[src/rtl/hazard_scoreboard_if.sv]
// ID-stage hazard handshake bundle: issue request from decode,
// stall/issue/busy status and stall counter back from the scoreboard.
interface hazard_scoreboard_if #(
  parameter int REG_ADDR_W = 4,
  parameter int LAT_W      = 3,
  parameter int CNT_W      = 16
);
  logic                  id_valid;
  logic                  two_src;
  logic [REG_ADDR_W-1:0] src1;
  logic [REG_ADDR_W-1:0] src2;
  logic                  id_wb_en;
  logic [REG_ADDR_W-1:0] id_dest;
  logic [LAT_W-1:0]      id_lat;
  logic [LAT_W-1:0]      id_fwd_lat;
  logic                  flush;
  logic                  hazard_output;
  logic                  issue;
  logic                  busy;
  logic [CNT_W-1:0]      stall_cnt;

  modport master (
    output id_valid, two_src, src1, src2,
    output id_wb_en, id_dest, id_lat, id_fwd_lat,
    output flush,
    input  hazard_output, issue, busy, stall_cnt
  );

  modport slave (
    input  id_valid, two_src, src1, src2,
    input  id_wb_en, id_dest, id_lat, id_fwd_lat,
    input  flush,
    output hazard_output, issue, busy, stall_cnt
  );
endinterface

[src/rtl/hazard_scoreboard.sv]
// Register hazard scoreboard for ID: per-register write countdowns,
// RAW/WAW stall, issue strobe, busy flag and saturating stall counter.
module hazard_scoreboard #(
  parameter int REG_ADDR_W = 4,
  parameter int LAT_W      = 3,
  parameter bit FWD_EN     = 1'b0,
  parameter int CNT_W      = 16
) (
  input  logic               clk,
  input  logic               rst_n,
  hazard_scoreboard_if.slave bus
);

  localparam int NREG = 2 ** REG_ADDR_W;

  typedef logic [LAT_W-1:0] lat_t;

  lat_t             wb_q [NREG];
  lat_t             wb_d [NREG];
  lat_t             fw_q [NREG];
  lat_t             fw_d [NREG];
  logic [CNT_W-1:0] cnt_q;
  logic [CNT_W-1:0] cnt_d;

  lat_t sel1;
  lat_t sel2;
  lat_t fwd_ld;
  logic raw1;
  logic raw2;
  logic waw;
  logic live;
  logic hazard;
  logic issue;
  logic load;
  logic busy;

  always_comb begin
    if (FWD_EN) begin
      sel1 = fw_q[bus.src1];
      sel2 = fw_q[bus.src2];
    end else begin
      sel1 = wb_q[bus.src1];
      sel2 = wb_q[bus.src2];
    end
  end

  // All terms look at current state only, so an
  // instruction never stalls on its own write.
  assign raw1   = (sel1 != '0);
  assign raw2   = bus.two_src && (sel2 != '0);
  assign waw    = bus.id_wb_en &&
                  (wb_q[bus.id_dest] > bus.id_lat);
  assign live   = bus.id_valid && !bus.flush;
  assign hazard = live && (raw1 || raw2 || waw);
  assign issue  = live && !hazard;
  assign load   = issue && bus.id_wb_en;

  // Forwarding can never be later than writeback.
  assign fwd_ld = (bus.id_fwd_lat > bus.id_lat) ?
                  bus.id_lat : bus.id_fwd_lat;

  always_comb begin
    busy = 1'b0;
    for (int r = 0; r < NREG; r++) begin
      busy = busy || (wb_q[r] != '0);
    end
  end

  always_comb begin
    for (int r = 0; r < NREG; r++) begin
      wb_d[r] = wb_q[r];
      fw_d[r] = fw_q[r];
      if (wb_q[r] != '0) begin
        wb_d[r] = wb_q[r] - lat_t'(1);
      end
      if (fw_q[r] != '0) begin
        fw_d[r] = fw_q[r] - lat_t'(1);
      end
      // A fresh issue overrides the decrement.
      if (load &&
          (bus.id_dest == r[REG_ADDR_W-1:0])) begin
        wb_d[r] = bus.id_lat;
        fw_d[r] = fwd_ld;
      end
    end
  end

  always_comb begin
    cnt_d = cnt_q;
    if (hazard && (cnt_q != '1)) begin
      cnt_d = cnt_q + CNT_W'(1);
    end
  end

  always_ff @(posedge clk or negedge rst_n) begin
    if (!rst_n) begin
      for (int r = 0; r < NREG; r++) begin
        wb_q[r] <= '0;
        fw_q[r] <= '0;
      end
      cnt_q <= '0;
    end else begin
      for (int r = 0; r < NREG; r++) begin
        wb_q[r] <= wb_d[r];
        fw_q[r] <= fw_d[r];
      end
      cnt_q <= cnt_d;
    end
  end

  assign bus.hazard_output = hazard;
  assign bus.issue         = issue;
  assign bus.busy          = busy;
  assign bus.stall_cnt     = cnt_q;

endmodule
[src/flat_wrapper.sv]
// flat-port wrapper written by rule: the top's interface ports become plain ports
module hazard_scoreboard_flat 
#(
  parameter int REG_ADDR_W = 4,
  parameter int LAT_W      = 3,
  parameter bit FWD_EN     = 1'b0,
  parameter int CNT_W      = 16
)
  (clk, rst_n, bus_id_valid, bus_two_src, bus_src1, bus_src2, bus_id_wb_en, bus_id_dest, bus_id_lat, bus_id_fwd_lat, bus_flush, bus_hazard_output, bus_issue, bus_busy, bus_stall_cnt);
  hazard_scoreboard_if #(.REG_ADDR_W(REG_ADDR_W), .LAT_W(LAT_W), .CNT_W(CNT_W)) bus_i ();
  input  logic clk;
  input  logic rst_n;
  input wire logic [$bits(bus_i.id_valid)-1:0] bus_id_valid;
  input wire logic [$bits(bus_i.two_src)-1:0] bus_two_src;
  input wire logic [$bits(bus_i.src1)-1:0] bus_src1;
  input wire logic [$bits(bus_i.src2)-1:0] bus_src2;
  input wire logic [$bits(bus_i.id_wb_en)-1:0] bus_id_wb_en;
  input wire logic [$bits(bus_i.id_dest)-1:0] bus_id_dest;
  input wire logic [$bits(bus_i.id_lat)-1:0] bus_id_lat;
  input wire logic [$bits(bus_i.id_fwd_lat)-1:0] bus_id_fwd_lat;
  input wire logic [$bits(bus_i.flush)-1:0] bus_flush;
  output wire logic [$bits(bus_i.hazard_output)-1:0] bus_hazard_output;
  output wire logic [$bits(bus_i.issue)-1:0] bus_issue;
  output wire logic [$bits(bus_i.busy)-1:0] bus_busy;
  output wire logic [$bits(bus_i.stall_cnt)-1:0] bus_stall_cnt;
  assign bus_i.id_valid = bus_id_valid;
  assign bus_i.two_src = bus_two_src;
  assign bus_i.src1 = bus_src1;
  assign bus_i.src2 = bus_src2;
  assign bus_i.id_wb_en = bus_id_wb_en;
  assign bus_i.id_dest = bus_id_dest;
  assign bus_i.id_lat = bus_id_lat;
  assign bus_i.id_fwd_lat = bus_id_fwd_lat;
  assign bus_i.flush = bus_flush;
  assign bus_hazard_output = bus_i.hazard_output;
  assign bus_issue = bus_i.issue;
  assign bus_busy = bus_i.busy;
  assign bus_stall_cnt = bus_i.stall_cnt;
  hazard_scoreboard #(.REG_ADDR_W(REG_ADDR_W), .LAT_W(LAT_W), .FWD_EN(FWD_EN), .CNT_W(CNT_W)) u_core (.clk(clk), .rst_n(rst_n), .bus(bus_i));
endmodule
[config.mk]
export PLATFORM = sky130hd
export DESIGN_NAME = hazard_scoreboard_flat
export DESIGN_NICKNAME = d
export VERILOG_FILES = /design/src/rtl/hazard_scoreboard_if.sv /design/src/rtl/hazard_scoreboard.sv /design/src/flat_wrapper.sv
export SDC_FILE = /design/constraint.sdc
export NUM_CORES = 1
export LEC_CHECK = 0
export BUFFER_PORTS_ARGS = -buffer_cell sky130_fd_sc_hd__buf_2
export CAP_MARGIN = 20
export CELL_PAD_IN_SITES_DETAIL_PLACEMENT = 1
export CELL_PAD_IN_SITES_GLOBAL_PLACEMENT = 1
export CORE_ASPECT_RATIO = 0.75
export CORE_MARGIN = 8
export CORE_UTILIZATION = 35
export CTS_CLUSTER_SIZE = 12
export DETAILED_ROUTE_END_ITERATION = 7
export PLACE_DENSITY_LB_ADDON = 0.1
export SLEW_MARGIN = 0
export SYNTH_ARGS = -nofsm -noshare
export SYNTH_HDL_FRONTEND = slang
export SYNTH_SLANG_ARGS = --single-unit
[constraint.sdc]
create_clock -name clk -period 4.1 [get_ports clk]
set_input_delay 0.41 -clock clk [delete_from_list [all_inputs] [get_ports clk]]
set_output_delay 0.41 -clock clk [all_outputs]
set_load 0.005 [all_outputs]
# == Yosys cells after proc, flatten, opt, wreduce, memory -nomap -nowiden ==
# Index checks and enable logic that the tools add are counted.
# totals
elab_cells,175
regBits,64
# op_classes
add_sub_neg,17
n_eq_ne,16
muxes,41
n_bitwise,3
n_lt_le_gt_ge,4
n_reduce_logical,77
# op_table
cell,count
3-bit two-way mux,38
3-bit nonzero test,18
"3-bit by 1-bit subtractor with 3-bit output, second input constant",16
3-bit binary-select mux with 4-bit select,3
"4-bit == test, second input constant",8
2-bit nonzero test,16
1-bit logical AND,23
1-bit logical OR,17
"16-bit by 1-bit adder with 16-bit output, second input constant",1
"4-bit by 3-bit == test with 1-bit output, second input constant",4
"16-bit != test, second input constant",1
"5-bit >= comparator, second input constant",3
4-bit NOT with 5-bit output,3
"4-bit by 2-bit == test with 1-bit output, second input constant",2
"4-bit by 1-bit == test with 1-bit output, second input constant",1
4-bit logical NOT,1
3-bit > comparator,1
1-bit logical NOT,2

# == Logic depth before layout (Yosys ltp) ==
# logic_depth
depth_word,16
depth_mapped,13
depth_no_buf,10

# == Least setup slack after synthesis ==
# OpenSTA, ideal clock, no wires.
# synth_path
path_kind,input port to output port
start,input bus_id_dest[1]
end,output bus_issue
required_ns,3.690
cell_stages,12
slack_ns,0.389
arrival_time_ns,3.301
path_buffers,3
cell_sequence,clkbuf_1 buf_1 mux4_2 mux4_2 ha_1 inv_1 o21ai_0 a311oi_1 o2111ai_1 a22oi_4 buf_2 and2_1
# synth_via
elab_chain_len,10
# synth_rtl
element,line,rtl
from (decl),flat_wrapper.sv:18,input wire logic [$bits(bus_i.id_dest)-1:0] bus_id_dest;
4-bit NOT with 5-bit output (not written as such),hazard_scoreboard.sv:52,(wb_q[bus.id_dest] > bus.id_lat);
3-bit binary-select mux with 4-bit select,hazard_scoreboard.sv:52,
3-bit two-way mux (not written as such) (2 in series),hazard_scoreboard.sv:52,
3-bit > comparator,hazard_scoreboard.sv:52,
1-bit logical AND,hazard_scoreboard.sv:51,assign waw = bus.id_wb_en &&
1-bit logical OR,hazard_scoreboard.sv:54,assign hazard = live && (raw1 || raw2 || waw);
1-bit logical AND,hazard_scoreboard.sv:54,
1-bit logical NOT,hazard_scoreboard.sv:55,assign issue = live && !hazard;
1-bit logical AND,hazard_scoreboard.sv:55,
to (decl),flat_wrapper.sv:23,output wire logic [$bits(bus_i.issue)-1:0] bus_issue;
# Every way passes these cells. The select of a mux whose other input is x is not followed.

# == Worst setup path after layout ==
# layout_path
start,register u_core.wb_q[26] in the netlist's numbering
end,output bus_issue
# layout_via
elab_chain_len,10
# layout_rtl
element,line,rtl
from (decl),hazard_scoreboard.sv:18,lat_t wb_q [NREG];
"from (signal, indexed assignment)",hazard_scoreboard.sv:104,wb_q[r] <= wb_d[r];
"parallel branches: the longest is 6 deep, another holds 3-bit > comparator",--,
1-bit logical OR (*),hazard_scoreboard.sv:54,
1-bit logical AND (*),hazard_scoreboard.sv:54,
1-bit logical NOT (*),hazard_scoreboard.sv:55,
1-bit logical AND (*),hazard_scoreboard.sv:55,
# Every way passes the cells marked *. The select of a mux whose other input is x is not followed.

==> impl_metrics.toml <==
[status]
status = "finished clean"

[sta]
hold_viol = 0
max_freq_ghz = 0.255
setup_tns_ps = 0
rsz0062_at_grt = "no"
min_period_over_period_pct = 95.7
clock_skew_ps = 12.5
setup_viol = 0
slew_violations = 0
worst_pin_slew_ps = 953
period_minus_slack_ps = 3920
relSlewSlack_pct = 36.0

[synthesis]
synthAdderAreaFrac_pct = 9.21
synthMuxAreaShare_pct = 20.8
yosysTopAreaCellShare_pct = 32.7
synth_top_family_by_area = "multiplexers"
synth_xor_area_share_pct = 5.37
synth_seq_area_share_pct = 32.7
yosys_warnings = 0
synth_top_cell_by_area = "dfrtp_1"
yosys-top-cells-count = "dfrtp_1, mux2i_1, inv_1"
async_reset_ff_share_pct = 100
synth-compound-area-share_pct = 6.88
synth_edf_count = 0
yosys.area_share.simple_pct = 19.3
avgSynthCellArea_um2 = 10.1
synthCells = 485
ys_seq_elements = 64
synth.area.top_cells = "dfrtp_1, ha_1, mux2i_1, mux4_2, inv_1"
yosysUniqueCellTypes = 54
syn_area_mm2 = 0.00489
synthFlopType = "dfrtp_1"
yosysMostFrequentCell = "dfrtp_1"
syn_nets = 545

[pwr]
ir_drop_uv = 309
p_sw_share_pct = 41.0
p_per_area_mw_per_mm2 = 691
p_int_uw = 2270
leakage_uw = 0.00274
clkPwrFrac_pct = 19.3
p_sw_uw = 1580
seqPwrFrac_pct = 33.4
pwr-share-comb_pct = 47.3

[run]
maxCapViolCount = 0

[floorplanning]
die_h_um = 118
rows = 37
chipWidth_um = 153
core_area_mm2 = 0.0137
pin_count = 43
initial_core_util_pct = 35.7
die-area_mm2 = 0.0181

[global_route]
grt_max_degree = 45
grt_pass1_vias = 4077
overflow = 0
antenna_found_initial = 0
grt_pass1_wl_um = 23100
grtUsageTotal_pct = 16.3

[finish]
area_growth_pct = 13.8
seq_area_mm2 = 0.00160
num_antenna_cells = 0
multi_input_area_mm2 = 0.00301
final_nets = 585
drive_gt1_share_pct = 21.1
fin_cells = 705
fillers = 1562

[clock_tree]
htree_levels = 3
cts_tree = "built"
cts_buffer_depth = 2
clock_latency_ps = 340
numClockSinks = 64
cts_buffers = 9
cts.root.buffer_cell = "clkbuf_16"
postCtsSetupBuffers = 0
cts.clk_slew.worst_paths_ps = 60

[worst_setup_path]
worst_setup_path_end_kind = "primary output"
required_ps = 3690
r2r_cells = 11
arrival_ps = 3510
start_kind = "flop"
crit_top_cell = "mux4_2"
crit_family = "multiplexers"
criticalPathCategory = "reg2out"
cpPeakStageDelay_ps = 550
critical_path_cell_count = 11
cpMaxStageDelayCell = "mux4_2"
critPathMaxFanout = 26
crit_path_cell_trace = "mux4_2, mux4_2, ha_1, nor2_1, a31oi_1, a311oi_1, o2111ai_1, a22oi_4, buf_12, and2_1, buf_2"
path_buf_inv = 2

[worst_hold_path]
min_path_type = "in2async"

[placed_design]
io_buffers = 39
dp.cells = 688
dp_hpwl_um = 10900
gp_congestion = 0.799

[routing]
num_vias = 3817
drc_errors = 0
drt_iter0_markers = 154
firstDrtPassIters = 4
drtAntennaViolNets = 0
routed_via_density = 5.41
post_drt_wl_per_cell_um = 20.1
routed_wl_um = 14200
[metal layers]
| metal | GRT usage, % | part of all wire (%) | up-vias | routed length [um] |
|---|---|---|---|---|
| met5 | 0 | 0 | - | 0 |
| li1 | - | - | 1810 | - |
| met4 | 5.18 | 1.8 | 0 | 249 |
| met1 | 21.4 | 49 | 1932 | 6960 |
| met2 | 26.0 | 46 | 59 | 6480 |
| met3 | 4.26 | 3.6 | 16 | 510 |
[worst reg2reg max path, stage by stage, from the launching register on]
cell       delay (ps)
dfrtp_1           450
mux4_2            550
mux4_2            470
ha_1              300
nor2_1             90
a31oi_1            60
a311oi_1          310
o2111ai_1         210
a22oi_4           220
buf_12            230
nand3_2           180
mux2_4            370
[area by class of cell]
class | count | area share [%]
multi-input cells | 360 | 54.1
well taps | 175 | 3.93
inverters | 42 | 2.83
clock buffers | 13 | 4.86
flip-flops and latches | 64 | 28.8
repair buffers | 48 | 5.21
clock inverters | 3 | 0.270
[registers in the layout, summed over array words and instances (netlist names)]
name                  cells
u_core.bus.stall_cnt     16
u_core.wb_q              48
[final timing paths]
kind                                                 startpoint                              endpoint  slack [ps]
hold / removal                                            rst_n   u_core.bus.stall_cnt[2]$_DFFE_PN0P_          40
setup / recovery                    u_core.wb_q[26]$_DFFE_PN0P_                             bus_issue         180
hold reg to reg            u_core.bus.stall_cnt[10]$_DFFE_PN0P_  u_core.bus.stall_cnt[10]$_DFFE_PN0P_         490
max in group asynchronous                                 rst_n           u_core.wb_q[45]$_DFFE_PN0P_        3350
min in group clk                                  bus_id_lat[2]           u_core.wb_q[14]$_DFFE_PN0P_         320
setup reg to reg                    u_core.wb_q[26]$_DFFE_PN0P_           u_core.wb_q[21]$_DFFE_PN0P_         520
[stage by stage]
step / hold slack, ps / util [%] / setup slack [ps] / power [uW] / instance area (um2)
global route: 75.2 / 40.6 / 67.3 / 4210 / 5570
floorplan: 114 / - / 389 / 2590 / 4890
CTS: 308 / 40.5 / 120 / 3900 / 5540
finish: 41.5 / 40.6 / 178 / 3850 / 5570
detailed placement: 480 / 38.4 / 118 / 3120 / 5260
global placement: 467 / 38.4 / 163 / 3010 / 5260
[kinds of logic after synthesis]
logic type	Yosys count
simple gates	165
xor+xnor	30
fa+ha+maj	36
flops	64
compound gates	50
mux	79
buf+inv	61
[power by group through the flow]
stage	Combinational [uW]	Sequential (uW)	Clock [uW]
6_report	1820	1290	742
3_5_place_dp	1830	1290	0
2_1_floorplan	1440	1150	0
4_1_cts	1850	1280	768
3_3_place_gp	1730	1270	0
5_1_grt	2090	1330	790
[timing repair]
item,CTS,global route
resized for setup,0,1
endpoints found under the setup margin,0,1
hold buffers,0,0
[layout by cell type, fill, tap and decap left out, types with 3 or more instances in the layout]
cell type,Yosys,final
ha_1,36,36
dfrtp_1,64,64
o21ai_0,19,19
xor2_1,14,14
mux4_2,15,15
clkinv_2,0,3
buf_4,0,7
clkbuf_16,0,9
buf_2,5,38
mux2_1,7,7
nand3_1,10,10
clkbuf_8,0,3
and3_1,4,4
mux2_4,4,4
a21oi_1,12,12
mux2i_1,45,45
nand2_1,34,34
xnor2_1,16,16
inv_1,41,41
nor4_1,14,14
nor3_1,22,22
nand2b_1,15,15
nand4_1,3,3
nor3b_1,4,4
mux2_2,8,8
nor2_1,31,31
nand3_2,12,12
(Power assumes the default switching activity.)
